[config.mk]
export PLATFORM = sky130hd
export DESIGN_NAME = cmd_control_mq
export DESIGN_NICKNAME = d
export VERILOG_FILES = /design/src/rtl/cmd_control_mq.sv
export SDC_FILE = /design/constraint.sdc
export NUM_CORES = 1
export LEC_CHECK = 0
export CAP_MARGIN = 20
export CORE_UTILIZATION = 30
export CTS_CLUSTER_SIZE = 28
export DETAILED_ROUTE_END_ITERATION = 6
export GPL_TIMING_DRIVEN = 0
export HOLD_SLACK_MARGIN = 0.06
export PLACE_DENSITY = 0.63
export SLEW_MARGIN = 20
export SYNTH_ARGS = -nofsm -noshare
export SYNTH_HDL_FRONTEND = slang
export SYNTH_SLANG_ARGS = --single-unit
[constraint.sdc]
create_clock -name clk -period 2.9 [get_ports clk]
set_input_delay 0.58 -clock clk [delete_from_list [all_inputs] [get_ports clk]]
set_output_delay 0.58 -clock clk [all_outputs]
set_load 0.02 [all_outputs]
[src/rtl/cmd_control_mq.sv]
// Multi-destination robot command controller: FIFO of GO destinations, MOVE toward the head,
// pop on matching station ID, piezo buzz while blocked. Optional dwell stop: CMD_CTRL_DWELL_EN.
module cmd_control_mq #(
    parameter int unsigned ID_W      = 6,
    parameter int unsigned DEPTH     = 4,
    parameter int unsigned BUZZ_DIV  = 12500,
    parameter int unsigned DWELL_CYC = 2**25
) (
    input  logic                         clk,
    input  logic                         rst_n,
    input  logic [7:0]                   cmd,
    input  logic                         cmd_rdy,
    output logic                         clr_cmd_rdy,
    input  logic [7:0]                   ID,
    input  logic                         ID_vld,
    output logic                         clr_ID_vld,
    input  logic                         OK2Move,
    output logic                         in_transit,
    output logic                         go,
    output logic                         buzz,
    output logic                         buzz_n,
    output logic [ID_W-1:0]              dest,
    output logic [$clog2(DEPTH+1)-1:0]   q_cnt,
    output logic                         q_full
);

    localparam int PW = $clog2(DEPTH);
    localparam int CW = $clog2(DEPTH + 1);
    localparam int BW = $clog2(BUZZ_DIV + 1);

    typedef enum logic [1:0] {
        IDLE  = 2'd0,
        MOVE  = 2'd1
`ifdef CMD_CTRL_DWELL_EN
        ,DWELL = 2'd2
`endif
    } state_t;

    state_t          state, state_nxt;
    logic [ID_W-1:0] mem [DEPTH];
    logic [PW-1:0]   wr_ptr, rd_ptr;
    logic [CW-1:0]   cnt_q, cnt_nxt;
    logic            in_transit_q;
    logic [BW-1:0]   buzz_cnt;
    logic            buzz_q;
    logic            q_empty, is_go, is_stop, is_skip, id_match, do_pop, do_push, buzz_en;

    // Command and ID decode; STOP overrides any push or pop in the same cycle.
    always_comb begin
        q_empty  = (cnt_q == '0);
        is_go    = cmd_rdy && (cmd[7:6] == 2'b01);
        is_stop  = cmd_rdy && (cmd[7:6] == 2'b00);
        is_skip  = cmd_rdy && (cmd[7:6] == 2'b10);
        id_match = (state == MOVE) && !q_empty && ID_vld &&
                   (ID[7:6] == 2'b00) && (ID[ID_W-1:0] == mem[rd_ptr]);
        do_pop   = !is_stop && !q_empty && (is_skip || id_match);
        do_push  = !is_stop && is_go && ((cnt_q != CW'(DEPTH)) || do_pop);
        cnt_nxt  = is_stop ? '0 : cnt_q + CW'(do_push) - CW'(do_pop);
    end

`ifdef CMD_CTRL_DWELL_EN
    localparam int DW = $clog2(DWELL_CYC + 1);
    logic [DW-1:0] dwell_cnt;

    always_ff @(posedge clk or negedge rst_n) begin
        if (!rst_n) dwell_cnt <= '0;
        else        dwell_cnt <= (state == DWELL) ? dwell_cnt + DW'(1) : '0;
    end
`endif

    // NOTE: next-state logic assigns its default first so no path leaves state_nxt unassigned (no latch).
    always_comb begin
        state_nxt = state;
        case (state)
            IDLE: if (cnt_nxt != '0) state_nxt = MOVE;
            MOVE: begin
                if (cnt_nxt == '0) state_nxt = IDLE;
`ifdef CMD_CTRL_DWELL_EN
                else if (id_match) state_nxt = DWELL;
`endif
            end
`ifdef CMD_CTRL_DWELL_EN
            DWELL: begin
                if (cnt_nxt == '0)                           state_nxt = IDLE;
                else if (dwell_cnt == DW'(DWELL_CYC - 1))    state_nxt = MOVE;
            end
`endif
            default: state_nxt = IDLE;
        endcase
    end

    always_ff @(posedge clk or negedge rst_n) begin
        if (!rst_n) begin
            state        <= IDLE;
            in_transit_q <= 1'b0;
            cnt_q        <= '0;
            wr_ptr       <= '0;
            rd_ptr       <= '0;
        end else begin
            state        <= state_nxt;
            in_transit_q <= (state_nxt == MOVE);
            cnt_q        <= cnt_nxt;
            if (is_stop) begin
                wr_ptr <= '0;
                rd_ptr <= '0;
            end else begin
                if (do_push) wr_ptr <= wr_ptr + PW'(1);
                if (do_pop)  rd_ptr <= rd_ptr + PW'(1);
            end
        end
    end

    // NOTE: queue storage has no reset; entries are only read while counted valid.
    always_ff @(posedge clk) begin
        if (do_push) mem[wr_ptr] <= cmd[ID_W-1:0];
    end

    // Buzzer half-period divider, held cleared whenever the robot is not blocked in transit.
    assign buzz_en = in_transit_q && !OK2Move;

    always_ff @(posedge clk or negedge rst_n) begin
        if (!rst_n) begin
            buzz_cnt <= '0;
            buzz_q   <= 1'b0;
        end else if (!buzz_en) begin
            buzz_cnt <= '0;
            buzz_q   <= 1'b0;
        end else if (buzz_cnt == BW'(BUZZ_DIV - 1)) begin
            buzz_cnt <= '0;
            buzz_q   <= ~buzz_q;
        end else begin
            buzz_cnt <= buzz_cnt + BW'(1);
        end
    end

    assign clr_cmd_rdy = cmd_rdy;
    assign clr_ID_vld  = ID_vld;
    assign in_transit  = in_transit_q;
    assign go          = in_transit_q & OK2Move;
    assign buzz        = buzz_q;
    assign buzz_n      = ~buzz_q;
    assign dest        = q_empty ? '0 : mem[rd_ptr];
    assign q_cnt       = cnt_q;
    assign q_full      = (cnt_q == CW'(DEPTH));

endmodule
==> results.cfg <==
[global_route]
grt-ovfl-total = 0
grt_pass1_vias = 1709
antenna_found_initial = 1
grt_max_degree = 26
track_usage_pct = 12.2
grt_pass1_wl_microns = 8210

[sta]
hold_violations = 0
fmax_mhz = 315
slew_headroom_pct = 61.1
setup_viol = 4
worst_slack_ns = -0.271
finalClockSkew_ns = 0.00997
tightest_slew_ns = 0.582
post-route-period-util_pct = 109
whs_ns = 0.260
rsz0062_at_grt = yes
fin_crit_ns = 3.17
slew_violations = 0

[detailed_routing]
drt_first_pass_iters = 4
drc = 0
wl_per_cell_microns = 13.4
ant_nets = 0
vias = 1744
dr.first_iter.drc_count = 55
viasPerCell = 4.64
wl_microns = 5050

[setup_path]
r2r_cells = 15
startpoint = rd_ptr[1]$_DFFE_PN0P_
endpoint_kind = register
r2r-end = in_transit$_DFF_PN0_
path_cells = buf_6, buf_12, buf_4, mux2i_1, xor2_1, o2111ai_1, a2111o_1, mux2i_1, nand2_1, ha_1, inv_1, fa_2, xor2_2, xnor2_2, a311oi_2
cp_data_arrival_time_ns = 3.36
cp_top_family = compound AO/OA/AOI/OAI gates
setup.worst_path.end = in_transit$_DFF_PN0_
crit_top_cell = mux2i_1
r2r_slack_ns = -0.27
critical-path-slowest-cell = fa_2
timing.critical_path.buf_inv = 4
r2r_start = rd_ptr[1]$_DFFE_PN0P_
crit_type = register to register
worstSetupPathDepth = 15
required_ns = 3.09
max_stage_delay_ns = 0.40
start_kind = register
path_max_fanout = 7

[logic_synthesis]
syn_area_sq_um = 2550
yosysUniqueCellTypes = 47
ys.flop_type = dfrtp_1
synth_seq_area_share_pct = 52.7
synth_nets = 250
ys_seq_elements = 49
yosysWarningCount = 0
synth_enable_flop_cells = 24
synthCells = 222
async_reset_ff_share_pct = 51.0
syn_area_per_cell_sq_um = 11.5

[power]
combPwrFrac_pct = 49.5
clkPwrFrac_pct = 15.4
power_density_nw_per_um2 = 766
pwr-share-seq_pct = 35.1
p_sw_share_pct = 36.0
p_int_mw = 1.61
vdd_drop_max_uv = 268
netSwitchingPower_uw = 904
p_leak_nw = 1.30

[final_layout]
regArea_sq_um = 1350
drive_above_1_share_pct = 15.6
multi_input_area_sq_um = 1200
final_cell_mix = 30 x clkdlybuf4s50_1, 24 x dfrtp_1, 24 x edfxtp_1, 23 x nor2_1, 18 x nand2_1
fin_util_pct = 39.9
fin_nets = 297
final_cells = 376
syn_to_final_growth_pct = 28.5
final_common_cell = clkdlybuf4s50_1
fill_cells = 785
final_area_sq_um = 3280

[place]
place_area_sq_um = 3060
place_ws_ns = -0.942
placedCellCount = 363
place_hpwl_microns = 3670
io_buffers = 36
place_congestion = 0.756

[floorplan]
chipWidth_microns = 94.3
die_h_microns = 94.3
io_pins = 37
core_area_sq_um = 8220
placementRows = 33
dieArea_sq_um = 8880
initial_core_util_pct = 31.1

[min_path]
hold_path.class = primary input to asynchronous set/reset pin

[cts]
clk_pin_slew_ns = 0.09
cts_root_buf = clkbuf_8
cts_tree = built
max-clock-path-buffers = 2
cts_sinks = 49
cts-htree-levels = 2
clock_latency_ns = 0.30
hold_buffers = 0
cts_made_buffers = 5

[run]
drv_cap = 0

[run_status]
run_status = complete, but fails checks
violations = negative setup slack
==> kinds of logic (layout without fill, tap and decap cells) <==
| kind of cell | Yosys count | in the layout | share of synthesized area [%] |
|---|---|---|---|
| mux | 15 | 15 | 6.91 |
| buf+inv | 18 | 66 | 4.12 |
| other cells | 1 | 2 | 0.147 |
| simple gates | 97 | 97 | 20.4 |
| xor+xnor | 20 | 20 | 7.15 |
| compound gates | 15 | 15 | 4.85 |
| flops | 49 | 49 | 52.7 |
| fa+ha+maj | 7 | 7 | 3.72 |
==> sequential cells by signal, indices dropped and copies added (netlist names) <==
name        flops
buzz            1
buzz_cnt       14
in_transit      1
mem            24
q_cnt           3
rd_ptr          2
state           2
wr_ptr          2
==> layer usage <==
metal | up-vias | share of wire [%] | GRT usage, %
met3 | 6 | 4.0 | 2.51
met2 | 23 | 52 | 21.5
li1 | 873 | - | -
met4 | 0 | 1.4 | 4.87
met5 | - | 0 | 0
met1 | 842 | 43 | 14.2
==> what timing repair did <==
action / CTS / global route
buffers inserted: 5 / 1
pin swaps: 10 / 2
resized for setup: 17 / 8
endpoints found under the setup margin: 32 / 32
==> Yosys cell counts, types with 2 or more instances <==
master / number / area, sq um
inv_1: 6 / 22.5
mux4_2: 2 / 45.0
nor2b_1: 3 / 18.8
clkbuf_1: 6 / 22.5
xnor2_1: 4 / 35.0
nor2_1: 23 / 86.3
nand4b_1: 2 / 17.5
xor2_1: 15 / 131
edfxtp_1: 24 / 721
ha_1: 6 / 75.1
nor3_1: 3 / 15.0
nor3b_1: 3 / 22.5
buf_6: 4 / 45.0
a311oi_1: 2 / 17.5
nand2b_1: 7 / 43.8
nand3_1: 6 / 30.0
nand2_1: 18 / 67.6
nand4_1: 3 / 18.8
a211o_1: 2 / 17.5
and3_1: 12 / 75.1
dfrtp_1: 25 / 626
buf_4: 2 / 15.0
o221ai_1: 2 / 17.5
mux2i_1: 12 / 120
and4_1: 2 / 17.5
and2_1: 7 / 43.8
==> how the worst min path moves through the flow <==
stage / startpoint / to / cells after the start
6_report: rst_n / buzz_cnt[7]$_DFF_PN0_ / 1
5_1_grt: rst_n / buzz_cnt[8]$_DFF_PN0_ / 1
4_1_cts: rst_n / buzz_cnt[7]$_DFF_PN0_ / 1
3_5_place_dp: buzz_cnt[0]$_DFF_PN0_ / buzz_cnt[0]$_DFF_PN0_ / 1
3_3_place_gp: buzz_cnt[0]$_DFF_PN0_ / buzz_cnt[0]$_DFF_PN0_ / 1
2_1_floorplan: rst_n / buzz$_DFFE_PN0P_ / 0
==> per-stage QoR <==
| step | power, mW | TNS [ns] |
|---|---|---|
| 2_1_floorplan | 1.61 | -0.107 |
| 3_3_place_gp | 1.98 | -10.66 |
| 3_5_place_dp | 1.99 | -12.14 |
| 4_1_cts | 2.48 | -0.838 |
| 5_1_grt | 2.68 | -1.37 |
| 6_report | 2.51 | -0.718 |
==> power by group through the flow <==
| stage | Clock (mW) | Combinational [mW] | Sequential [mW] |
|---|---|---|---|
| 2_1_floorplan | 0 | 0.697 | 0.913 |
| 3_3_place_gp | 0 | 1.09 | 0.890 |
| 3_5_place_dp | 0 | 1.10 | 0.892 |
| 4_1_cts | 0.401 | 1.20 | 0.878 |
| 5_1_grt | 0.426 | 1.36 | 0.895 |
| 6_report | 0.387 | 1.24 | 0.882 |
==> layout make-up <==
type | count | area share [%]
antenna | 1 | 0.0763
tap | 105 | 4.00
buffer | 10 | 2.40
inverter | 6 | 0.686
clock inverter | 2 | 0.458
timing repair buffer | 42 | 12.4
sequential | 49 | 41.1
clock buffer | 6 | 2.21
multi-input combinational | 155 | 36.7
Power figures use the tool's default switching activity.
